### src/rtl/conv_engine_n_pkg.sv
// -----------------------------------------------------------------------------
// cnn_pkg
// Shared types and helpers for the CNN convolution engine:
//   state_t      - engine FSM states
//   FRAME_LEN_*  - results-per-frame defaults for each network layer
//   sat_add      - ACC_W-wide signed add, wrapping or saturating
// -----------------------------------------------------------------------------
package cnn_pkg;

    typedef enum logic [1:0] {
        ST_IDLE  = 2'd0,
        ST_MAC   = 2'd1,
        ST_WRITE = 2'd2
    } state_t;

    // Output positions per frame for each layer (valid-mode convolutions).
    localparam int FRAME_LEN_L1 = 676;  // 26 x 26
    localparam int FRAME_LEN_L2 = 144;  // 12 x 12
    localparam int FRAME_LEN_L3 = 25;   //  5 x  5

    // Adds two signed operands carried in 64 bits and returns the result as an
    // acc_w-bit signed value, sign-extended back to 64 bits. Operands are far
    // below 2^62 for any sensible acc_w, so the 64-bit sum itself never
    // overflows. sat=1 clamps to the signed acc_w range; sat=0 wraps.
    function automatic longint sat_add(input longint a, input longint b,
                                       input int acc_w, input bit sat);
        longint hi;
        longint lo;
        longint sum;
        longint result;
        hi  = (longint'(1) <<< (acc_w - 1)) - 1;
        lo  = -(longint'(1) <<< (acc_w - 1));
        sum = a + b;
        if (sat) begin
            if (sum > hi)      result = hi;
            else if (sum < lo) result = lo;
            else               result = sum;
        end else begin
            // Keep the low acc_w bits and re-extend their sign.
            result = (sum <<< (64 - acc_w)) >>> (64 - acc_w);
        end
        return result;
    endfunction

endpackage

### src/rtl/conv_engine_n_if.sv
// -----------------------------------------------------------------------------
// conv_engine_n_if
// Window-in / result-out handshake bundle of the convolution engine.
//   win_vld/win_rdy/win/relu_en : one K x K window per handshake
//   res_vld/res_rdy/res/res_last: first-word-fall-through result stream
// modport master: window producer + result consumer
// modport slave : the engine
// -----------------------------------------------------------------------------
interface conv_engine_n_if #(
    parameter int K      = 3,
    parameter int OUT_CH = 2,
    parameter int DIN_W  = 2,
    parameter int ACC_W  = 18
);
    logic                      win_vld;
    logic                      win_rdy;
    logic [K*K*DIN_W-1:0]      win;
    logic                      relu_en;
    logic                      res_vld;
    logic                      res_rdy;
    logic [OUT_CH*ACC_W-1:0]   res;
    logic                      res_last;

    modport master (
        output win_vld, win, relu_en, res_rdy,
        input  win_rdy, res_vld, res, res_last
    );

    modport slave (
        input  win_vld, win, relu_en, res_rdy,
        output win_rdy, res_vld, res, res_last
    );
endinterface

### src/rtl/conv_engine_n_fifo.sv
// -----------------------------------------------------------------------------
// cnn_fifo
// Synchronous first-word-fall-through FIFO with synchronous flush.
//   clk, rst_n : clock, asynchronous active-low reset
//   clr        : synchronous flush (empties the FIFO)
//   push, din  : write port (ignored when full)
//   pop        : read acknowledge (ignored when empty)
//   dout       : head entry, forced to 0 while empty
//   empty, full: occupancy flags
// DEPTH must be a power of two (pointers wrap naturally), DEPTH >= 2.
// -----------------------------------------------------------------------------
module cnn_fifo #(
    parameter int DW    = 8,
    parameter int DEPTH = 4
) (
    input  logic          clk,
    input  logic          rst_n,
    input  logic          clr,
    input  logic          push,
    input  logic [DW-1:0] din,
    input  logic          pop,
    output logic [DW-1:0] dout,
    output logic          empty,
    output logic          full
);
    localparam int AW = $clog2(DEPTH);
    localparam logic [AW:0] FULL_CNT = (AW + 1)'(DEPTH);

    logic [DW-1:0] mem [DEPTH];
    logic [AW-1:0] wr_ptr;
    logic [AW-1:0] rd_ptr;
    logic [AW:0]   count;
    logic          push_ok;
    logic          pop_ok;

    assign empty   = (count == '0);
    assign full    = (count == FULL_CNT);
    assign push_ok = push && !full;
    assign pop_ok  = pop && !empty;

    // NOTE: sequential state uses non-blocking assignments so every register
    // samples pre-edge values regardless of statement order.
    always_ff @(posedge clk or negedge rst_n) begin
        if (!rst_n) begin
            wr_ptr <= '0;
            rd_ptr <= '0;
            count  <= '0;
        end else if (clr) begin
            wr_ptr <= '0;
            rd_ptr <= '0;
            count  <= '0;
        end else begin
            if (push_ok) wr_ptr <= wr_ptr + AW'(1);
            if (pop_ok)  rd_ptr <= rd_ptr + AW'(1);
            case ({push_ok, pop_ok})
                2'b10:   count <= count + (AW + 1)'(1);
                2'b01:   count <= count - (AW + 1)'(1);
                default: ;
            endcase
        end
    end

    // NOTE: the storage array has no reset; only the pointers and count do.
    // Stale words are never observable because dout is masked while empty.
    always_ff @(posedge clk) begin
        if (push_ok && !clr) mem[wr_ptr] <= din;
    end

    assign dout = empty ? '0 : mem[rd_ptr];

endmodule

### src/rtl/conv_engine_n.sv
// -----------------------------------------------------------------------------
// conv_engine_n
// K x K convolution engine computing OUT_CH channels in parallel, one kernel
// row per cycle, followed by bias add, optional ReLU and an output FIFO that
// tags the last result of every frame.
//   clk, rst_n  : clock, asynchronous active-low reset
//   clr         : synchronous flush; aborts the current window, empties FIFO,
//                 restarts the frame count
//   bus         : window / result handshakes (conv_engine_n_if.slave)
//   wt_row_idx  : kernel row addressed in the external weight ROMs
//   wt_row      : weights for that row, ch o col c at [(o*K+c)*WT_W +: WT_W]
//   bias        : per-channel signed bias, static during a frame
//   busy        : engine is not idle
// A window accepted on edge E has its result visible from edge E+K+1.
// -----------------------------------------------------------------------------
module conv_engine_n
    import cnn_pkg::*;
#(
    parameter int K          = 3,
    parameter int OUT_CH     = 2,
    parameter int DIN_W      = 2,
    parameter int WT_W       = 9,
    parameter int ACC_W      = 18,
    parameter int SAT        = 0,
    parameter int FIFO_DEPTH = 4,
    parameter int FRAME_LEN  = FRAME_LEN_L1
) (
    input  logic                     clk,
    input  logic                     rst_n,
    input  logic                     clr,
    conv_engine_n_if.slave           bus,
    output logic [$clog2(K)-1:0]     wt_row_idx,
    input  logic [OUT_CH*K*WT_W-1:0] wt_row,
    input  logic [OUT_CH*WT_W-1:0]   bias,
    output logic                     busy
);
    localparam int RW   = $clog2(K);
    localparam int FC_W = (FRAME_LEN > 1) ? $clog2(FRAME_LEN) : 1;
    localparam logic [RW-1:0]   LAST_ROW   = RW'(K - 1);
    localparam logic [FC_W-1:0] LAST_FRAME = FC_W'(FRAME_LEN - 1);
    localparam bit              SAT_EN     = (SAT != 0);

    state_t                    state_q;
    state_t                    state_d;
    logic [RW-1:0]             row_q;
    logic [K*K*DIN_W-1:0]      win_q;
    logic                      relu_q;
    logic [FC_W-1:0]           frame_q;
    logic signed [ACC_W-1:0]   acc_q [OUT_CH];

    logic                      win_rdy_c;
    logic                      accept;
    logic                      push;
    logic                      last_row;
    logic                      push_last;
    logic [OUT_CH*ACC_W-1:0]   push_data;
    logic                      fifo_empty;
    logic                      fifo_full;

    assign last_row  = (row_q == LAST_ROW);
    assign push_last = (frame_q == LAST_FRAME);

    // ---------------- FSM: state register ----------------
    always_ff @(posedge clk or negedge rst_n) begin
        if (!rst_n)   state_q <= ST_IDLE;
        else if (clr) state_q <= ST_IDLE;
        else          state_q <= state_d;
    end

    // ---------------- FSM: next state ----------------
    // NOTE: every combinational output gets a default before the case so no
    // path leaves it unassigned (which would infer a latch).
    always_comb begin
        state_d = state_q;
        case (state_q)
            ST_IDLE:  if (bus.win_vld && !fifo_full) state_d = ST_MAC;
            ST_MAC:   if (last_row)                  state_d = ST_WRITE;
            ST_WRITE: state_d = ST_IDLE;
            default:  state_d = ST_IDLE;
        endcase
    end

    // ---------------- FSM: outputs ----------------
    always_comb begin
        win_rdy_c  = 1'b0;
        accept     = 1'b0;
        push       = 1'b0;
        wt_row_idx = '0;
        busy       = (state_q != ST_IDLE);
        case (state_q)
            ST_IDLE: begin
                // Fullness is checked here so the later push always has room.
                win_rdy_c = !fifo_full;
                accept    = bus.win_vld && !fifo_full;
            end
            ST_MAC:   wt_row_idx = row_q;
            ST_WRITE: push       = 1'b1;
            default:  ;
        endcase
    end

    assign bus.win_rdy = win_rdy_c;

    // ---------------- window capture, row and frame counters ----------------
    always_ff @(posedge clk or negedge rst_n) begin
        if (!rst_n) begin
            row_q   <= '0;
            win_q   <= '0;
            relu_q  <= 1'b0;
            frame_q <= '0;
        end else if (clr) begin
            row_q   <= '0;
            frame_q <= '0;
        end else begin
            if (accept) begin
                row_q  <= '0;
                win_q  <= bus.win;
                relu_q <= bus.relu_en;
            end else if (state_q == ST_MAC && !last_row) begin
                row_q <= row_q + RW'(1);
            end
            if (push) frame_q <= push_last ? '0 : frame_q + FC_W'(1);
        end
    end

    // ---------------- per-channel MAC, bias and ReLU ----------------
    for (genvar o = 0; o < OUT_CH; o++) begin : g_ch
        longint                  mac_sum;
        longint                  y_sum;
        logic signed [ACC_W-1:0] mac_next;

        // Products are exact in 64 bits; each partial sum goes through
        // sat_add so saturation applies per add, not once at the end.
        always_comb begin
            mac_sum = longint'(acc_q[o]);
            for (int c = 0; c < K; c++) begin
                mac_sum = sat_add(mac_sum,
                    longint'(win_q[(int'(row_q) * K + c) * DIN_W +: DIN_W]) *
                    longint'($signed(wt_row[(o * K + c) * WT_W +: WT_W])),
                    ACC_W, SAT_EN);
            end
            mac_next = ACC_W'(mac_sum);
        end

        always_comb begin
            y_sum = sat_add(longint'(acc_q[o]),
                            longint'($signed(bias[o * WT_W +: WT_W])),
                            ACC_W, SAT_EN);
            if (relu_q && y_sum < 0) y_sum = 0;
        end

        assign push_data[o * ACC_W +: ACC_W] = ACC_W'(y_sum);

        always_ff @(posedge clk or negedge rst_n) begin
            if (!rst_n)                 acc_q[o] <= '0;
            else if (clr || accept)     acc_q[o] <= '0;
            else if (state_q == ST_MAC) acc_q[o] <= mac_next;
        end
    end

    // ---------------- output FIFO ----------------
    cnn_fifo #(
        .DW    (OUT_CH * ACC_W + 1),
        .DEPTH (FIFO_DEPTH)
    ) u_fifo (
        .clk   (clk),
        .rst_n (rst_n),
        .clr   (clr),
        .push  (push),
        .din   ({push_last, push_data}),
        .pop   (bus.res_rdy),
        .dout  ({bus.res_last, bus.res}),
        .empty (fifo_empty),
        .full  (fifo_full)
    );

    assign bus.res_vld = !fifo_empty;

endmodule

### src/flat_wrapper.sv
// flat-port wrapper written by rule: the top's interface ports become plain ports
module conv_engine_n_flat import cnn_pkg::*;
#(
    parameter int K          = 3,
    parameter int OUT_CH     = 2,
    parameter int DIN_W      = 2,
    parameter int WT_W       = 9,
    parameter int ACC_W      = 18,
    parameter int SAT        = 0,
    parameter int FIFO_DEPTH = 4,
    parameter int FRAME_LEN  = FRAME_LEN_L1
)
  (clk, rst_n, clr, wt_row_idx, wt_row, bias, busy, bus_win_vld, bus_win, bus_relu_en, bus_res_rdy, bus_win_rdy, bus_res_vld, bus_res, bus_res_last);
  conv_engine_n_if #(.K(K), .OUT_CH(OUT_CH), .DIN_W(DIN_W), .ACC_W(ACC_W)) bus_i ();
  input  logic clk;
  input  logic rst_n;
  input  logic clr;
  output logic [$clog2(K)-1:0] wt_row_idx;
  input  logic [OUT_CH*K*WT_W-1:0] wt_row;
  input  logic [OUT_CH*WT_W-1:0] bias;
  output logic busy;
  input wire logic [$bits(bus_i.win_vld)-1:0] bus_win_vld;
  input wire logic [$bits(bus_i.win)-1:0] bus_win;
  input wire logic [$bits(bus_i.relu_en)-1:0] bus_relu_en;
  input wire logic [$bits(bus_i.res_rdy)-1:0] bus_res_rdy;
  output wire logic [$bits(bus_i.win_rdy)-1:0] bus_win_rdy;
  output wire logic [$bits(bus_i.res_vld)-1:0] bus_res_vld;
  output wire logic [$bits(bus_i.res)-1:0] bus_res;
  output wire logic [$bits(bus_i.res_last)-1:0] bus_res_last;
  assign bus_i.win_vld = bus_win_vld;
  assign bus_i.win = bus_win;
  assign bus_i.relu_en = bus_relu_en;
  assign bus_i.res_rdy = bus_res_rdy;
  assign bus_win_rdy = bus_i.win_rdy;
  assign bus_res_vld = bus_i.res_vld;
  assign bus_res = bus_i.res;
  assign bus_res_last = bus_i.res_last;
  conv_engine_n #(.K(K), .OUT_CH(OUT_CH), .DIN_W(DIN_W), .WT_W(WT_W), .ACC_W(ACC_W), .SAT(SAT), .FIFO_DEPTH(FIFO_DEPTH), .FRAME_LEN(FRAME_LEN)) u_core (.clk(clk), .rst_n(rst_n), .clr(clr), .bus(bus_i), .wt_row_idx(wt_row_idx), .wt_row(wt_row), .bias(bias), .busy(busy));
endmodule
### config.mk
export PLATFORM = sky130hd
export DESIGN_NAME = conv_engine_n_flat
export DESIGN_NICKNAME = d
export VERILOG_FILES = /design/src/rtl/conv_engine_n_pkg.sv /design/src/rtl/conv_engine_n_if.sv /design/src/rtl/conv_engine_n_fifo.sv /design/src/rtl/conv_engine_n.sv /design/src/flat_wrapper.sv
export SDC_FILE = /design/constraint.sdc
export NUM_CORES = 1
export LEC_CHECK = 0
export CAP_MARGIN = 20
export CORE_MARGIN = 5
export CORE_UTILIZATION = 49
export DETAILED_ROUTE_END_ITERATION = 12
export PLACE_DENSITY = 0.69
export SLEW_MARGIN = 20
export SYNTH_ARGS = -nofsm -noshare
export SYNTH_HDL_FRONTEND = slang
export SYNTH_SLANG_ARGS = --single-unit
### constraint.sdc
create_clock -name clk -period 8.3 [get_ports clk]
set_input_delay 2.49 -clock clk [delete_from_list [all_inputs] [get_ports clk]]
set_output_delay 2.49 -clock clk [all_outputs]
set_load 0.1 [all_outputs]
==> out/metrics.cfg, run 1 <==
[sta]
worst_pin_slew_ns=1.020
fin_hold_ws_ns=0.5156
max_freq_mhz=139.1
skew_ns=0.01180
finalSetupTns_ns=0
grt_setup_unrepaired=false
fin_crit_sh_pct=86.60
max-slew-margin-rel_pct=32.00
post-route-min-period_ns=7.188
drv_slew=0
finalHoldViolations=0
finalSetupViolCount=0

[logic_synthesis]
ys_ff_latch=224
async_reset_ff_share_pct=33.93
synth-edff-count=148
syn-num-nets=1895
yosys_warnings=0
syn_inst=1539
synth_cell_types=65
ys_seq_area_share_pct=37.31
syn_area_um2=17010
avgSynthCellArea_um2=11.05
synthFlopType=edfxtp_1

[global_route]
grt_pass1_wl_um=59350
grt_util_all_layers_pct=18.80
grt_overflow=0
grt_pass1_vias=11620
grt_max_degree=71
antenna_found_initial=0

[worst_setup_path]
setup.worst_path.start=wt_row[3]
critPathMaxStageDelay_ns=0.54
cp.required_ns=8.73
crit_path_cell_trace=clkdlybuf4s50_1 > and2_1 > ha_1 > fa_1 > fa_1 > inv_1 > fa_1 > fa_1 > inv_1 > ha_1 > a211o_1 > a21oi_1 > o21ai_0 > a2111oi_0 > o21ai_0 > a211oi_1 > o21bai_1
critPathBufInv=3
cp-start-kind=input port
cp_top_family=adder cells
worstPathMaxFanout=5
endpoint_kind=flip-flop
slowest_stage=fa_1
cpMostUsedCell=fa_1
r2r_start=u_core.row_q[1]
criticalPathCategory=in -> reg
arrival_ns=7.62

[finish]
regArea_um2=6347
fin_cells=2151
num_antenna_cells=0
multi_input_area_um2=9587
final_core_util_pct=57.39
nFillCells=2956
final_nets=2034
area_delta_synth_final_pct=15.97
final_layout_size_suffix_gt1_share_pct=7.901

[placed_design]
dp_hpwl_um=28570
place_inst=2107
io_buffers=137
place.gp.congestion=0.8796

[detailed_routing]
top_layer_used=met4
viasPerCell=5.219
route.met2.wl_um=16500
wl_um=35720
firstDrtPassIters=5
drc=0
ant_nets=0
dr_wl_met3_um=1493
drtIter0Drc=431
drt-met1-wl_um=17190
vias=11230
wl_per_cell_um=16.61

[clocking]
cts-resized-gates=0
cts_htree_levels=1
root_buffer=clkbuf_16
holdBufCountCts=0
clk_latency_ns=0.51
cts_setup_buffers=0
cts_buffer_depth=3
clk_pin_slew_ns=0.06
cts_tree=yes
cts_made_buffers=24
cts_sinks=224

[floorplanning]
dieWidth_um=196.3
num_rows=68
io_pins=138
start_util_pct=49.49
dieArea_um2=38540
core_region_area_um2=34370
chipHeight_um=196.3

[flow_run]
drv_cap=0

[min_path]
hp-start=u_core.win_q[16]
hold_path.class=reg -> reg

[outcome]
status=finished clean

through the flow:
step | cell area [µm²] | worst slack (ns)
floorplan | 17010 | 1.329
global placement | 18910 | 0.6623
detailed placement | 18910 | 0.6095
CTS | 19720 | 1.137
global route | 19730 | 0.7887
finish | 19730 | 1.112
cell families (layout without fill, tap and decap cells):
family / count (synthesis) / in the layout / share of synthesized area (%)
buffers and inverters: 285 / 442 / 6.392
and+or+nand+nor: 412 / 412 / 12.84
xor gates and xnor gates: 63 / 63 / 3.244
adders and majority gates: 260 / 260 / 24.02
muxes: 69 / 69 / 7.363
AOI/OAI and AO/OA: 226 / 226 / 8.827
DFF: 224 / 224 / 37.31
cell usage after synthesis, types with 43 or more instances:
cell type / number / area (µm²)
a21oi_1: 46 / 230.2
nor2_1: 86 / 322.8
inv_1: 244 / 915.9
nand2_1: 66 / 247.7
and2_1: 151 / 944.7
dfrtp_1: 76 / 1902
mux4_2: 43 / 968.4
o21ai_0: 55 / 275.3
fa_1: 111 / 2222
edfxtp_1: 148 / 4444
ha_1: 149 / 1864
cell type report:
type	instances	share of cell area, %
multi-input cells	1030	48.60
flip-flops and latches	224	32.18
repair buffers	154	7.586
inverters	244	4.643
clock buffers	32	3.355
well taps	455	2.886
clock inverters	12	0.7548
worst paths after layout:
path,to,slack [ns],cells past startpoint
setup / recovery,u_core.acc_q[35],1.11,17
hold / removal,u_core.win_q[16],0.52,1
setup reg to reg,u_core.acc_q[17],1.45,25
hold reg to reg,u_core.win_q[16],0.52,1
max in group asynchronous,u_core.u_fifo.rd_ptr[0],5.35,2
min in group asynchronous,u_core.acc_q[8],1.81,1
state kept, by name, summed over array words and instances, names as in the netlist:
signal and flops:
u_core.relu_q 1, u_core.row_q 2, u_core.acc_q 36, u_core.u_fifo.count 3, u_core.state_q 2, u_core.win_q 18
u_core.u_fifo.rd_ptr 2, u_core.u_fifo.mem 148, u_core.frame_q 10, u_core.u_fifo.wr_ptr 2
worst register-to-register path: cells and delay by family (launching register included):
family          cells  cell delay [ns]
compound gates      7             1.61
fa+ha+maj           7             3.15
buf+inv             5             0.40
flops               1             0.50
mux                 3             0.78
simple gates        3             0.28
cell usage in the layout (no fill, tap or decap), drive strengths merged, types with 55 or more instances in the layout:
master	instances
fa	111
ha	149
and2	152
o21ai	55
edfxtp	148
clkdlybuf4s50	136
dfrtp	76
inv	245
nor2	86
nand2	66
per-layer routing:
| layer | up-vias | track usage (%) |
|---|---|---|
| met5 | - | 0 |
| met4 | 0 | 3.336 |
| met3 | 33 | 2.215 |
| met2 | 229 | 30.78 |
| met1 | 5431 | 27.62 |
| li1 | 5532 | - |
Power of run 1 is left out: the tool's default activity adds up to more than one toggle a clock period on the data nets, which glitch-free logic cannot reach.
==> inputs of run 2 (changes only) <==
Settings changed: CAP_MARGIN 20 to 5, SLEW_MARGIN 20 to not set.
Clock period 8.3 ns to 7.65 ns, I/O delays scaled along.
==> out/metrics.cfg, run 2 (same netlist as run 1, synthesis figures left out) <==
[outcome]
status=finished clean

[detailed_routing]
dr_wl_met3_um=1322
route.met2.wl_um=16340
drtIter0Drc=446
wl_um=35710
viasPerCell=5.241
drt-met1-wl_um=17370
drc=0
wl_per_cell_um=16.61
top_layer_used=met4
firstDrtPassIters=5
vias=11270
ant_nets=0

[sta]
finalSetupTns_ns=0
skew_ns=0.008114
max_freq_mhz=142.1
worst_pin_slew_ns=1.133
max-slew-margin-rel_pct=23.80
grt_setup_unrepaired=false
finalWorstSetupSlack_ns=0.6144
post-route-min-period_ns=7.036
fin_crit_sh_pct=91.97
finalSetupViolCount=0
finalHoldViolations=0
drv_slew=0

[finish]
layout_commonest_cell=inv_1
mostFrequentLayoutCells=inv_1, and2_1, ha_1
area_delta_synth_final_pct=15.48
final_nets=2035
regMostFlops=u_core.u_fifo.mem
final_layout_size_suffix_gt1_share_pct=7.552
largest_reg_flops=148
num_antenna_cells=0
top_regs=u_core.u_fifo.mem x148, u_core.acc_q x36, u_core.win_q x18
stdcell_area_um2=19640

[clocking]
cts_htree_levels=1
root_buffer=clkbuf_16
clk_latency_ns=0.50
clk_pin_slew_ns=0.06
cts_sinks=224
cts_buffer_depth=3
cts_made_buffers=23
holdBufCountCts=0
cts-resized-gates=0
cts_tree=yes
cts_setup_buffers=0

[floorplanning]
io_pins=138
num_rows=68
core_region_area_um2=34370
dieWidth_um=196.3
dieArea_um2=38540
start_util_pct=49.49
chipHeight_um=196.3

[worst_setup_path]
criticalPathCategory=in -> reg
setup.worst_path.start=wt_row[3]
slowest_stage=fa_1
cp_top_family=adder cells
arrival_ns=7.46
endpoint_kind=flip-flop
cpMostUsedCell=fa_1
critPathMaxStageDelay_ns=0.55
worstPathMaxFanout=5
crit_path_cell_trace=clkdlybuf4s50_1 > and2_1 > ha_1 > fa_1 > fa_1 > inv_1 > fa_1 > fa_1 > inv_1 > ha_1 > a211o_1 > a21oi_1 > o21ai_0 > a2111oi_0 > o21ai_0 > a211oi_1 > o21bai_1
critPathBufInv=3
cp.required_ns=8.07
r2r_start=u_core.row_q[1]
cp-start-kind=input port

[placed_design]
dp_hpwl_um=28660
io_buffers=137
dpl_cell_area_um2=18920
pre_cts_ws_ns=0.1096
place.gp.congestion=0.8763

[min_path]
hold_path.class=reg -> reg
hp-start=u_core.win_q[16]

[flow_run]
drv_cap=0

[global_route]
antenna_found_initial=0
grt_pass1_vias=11820
grt_overflow=0
grt_util_all_layers_pct=18.77
grt_max_degree=71
grt_pass1_wl_um=59710

run 2: path summary, 6_finish.rpt:
check                                     endpoint  slack [ns]  cells past startpoint
setup reg to reg                  u_core.acc_q[35]        0.79                     25
setup / recovery                  u_core.acc_q[35]        0.61                     17
max in group asynchronous  u_core.u_fifo.rd_ptr[0]        4.86                      2
hold / removal                    u_core.win_q[16]        0.51                      1
min in group asynchronous         u_core.acc_q[13]        1.63                      1
hold reg to reg                   u_core.win_q[16]        0.51                      1
run 2: cell type report:
type                            instances  area (µm²)
Clock buffer                           31       615.6
Clock inverter                         10       105.1
Fill cell                            2966       14730
Inverter                              244       915.9
Multi-Input combinational cell       1030        9579
Sequential cell                       224        6347
Tap cell                              455       569.3
Timing Repair Buffer                  156        1511
run 2: worst register-to-register path, cell delays in order, from the launching register on:
cell	delay [ns]
dfrtp_1	0.51
ha_1	0.57
mux4_2	0.38
mux2i_1	0.15
nor2_1	0.06
a21oi_1	0.11
nor2_1	0.06
buf_4	0.20
and2_1	0.19
ha_1	0.27
inv_1	0.05
fa_1	0.49
inv_1	0.05
fa_1	0.48
inv_1	0.06
fa_1	0.49
fa_1	0.51
inv_1	0.04
ha_1	0.37
a211o_1	0.31
a21oi_1	0.18
o21ai_0	0.21
a2111oi_0	0.49
o21ai_0	0.20
a211oi_1	0.24
o21bai_1	0.13
run 2: stage by stage:
step / hold WS [ns] / cells / utilization, %
detailed placement: 0.4998 / 2109 / 55.05
global route: 0.5332 / 2150 / 57.15
CTS: 0.5138 / 2150 / 57.15
global placement: 0.4930 / 2109 / 55.05
finish: 0.5115 / 2150 / 57.15
floorplan: 0.4746 / 1539 / -
run 2: metal layers:
layer | vias to the layer above | global-route usage [%]
met1 | 5475 | 27.95
met2 | 222 | 30.28
met3 | 35 | 1.735
met5 | - | 0
li1 | 5537 | -
met4 | 0 | 4.138
Power of run 2 is left out for the same reason.
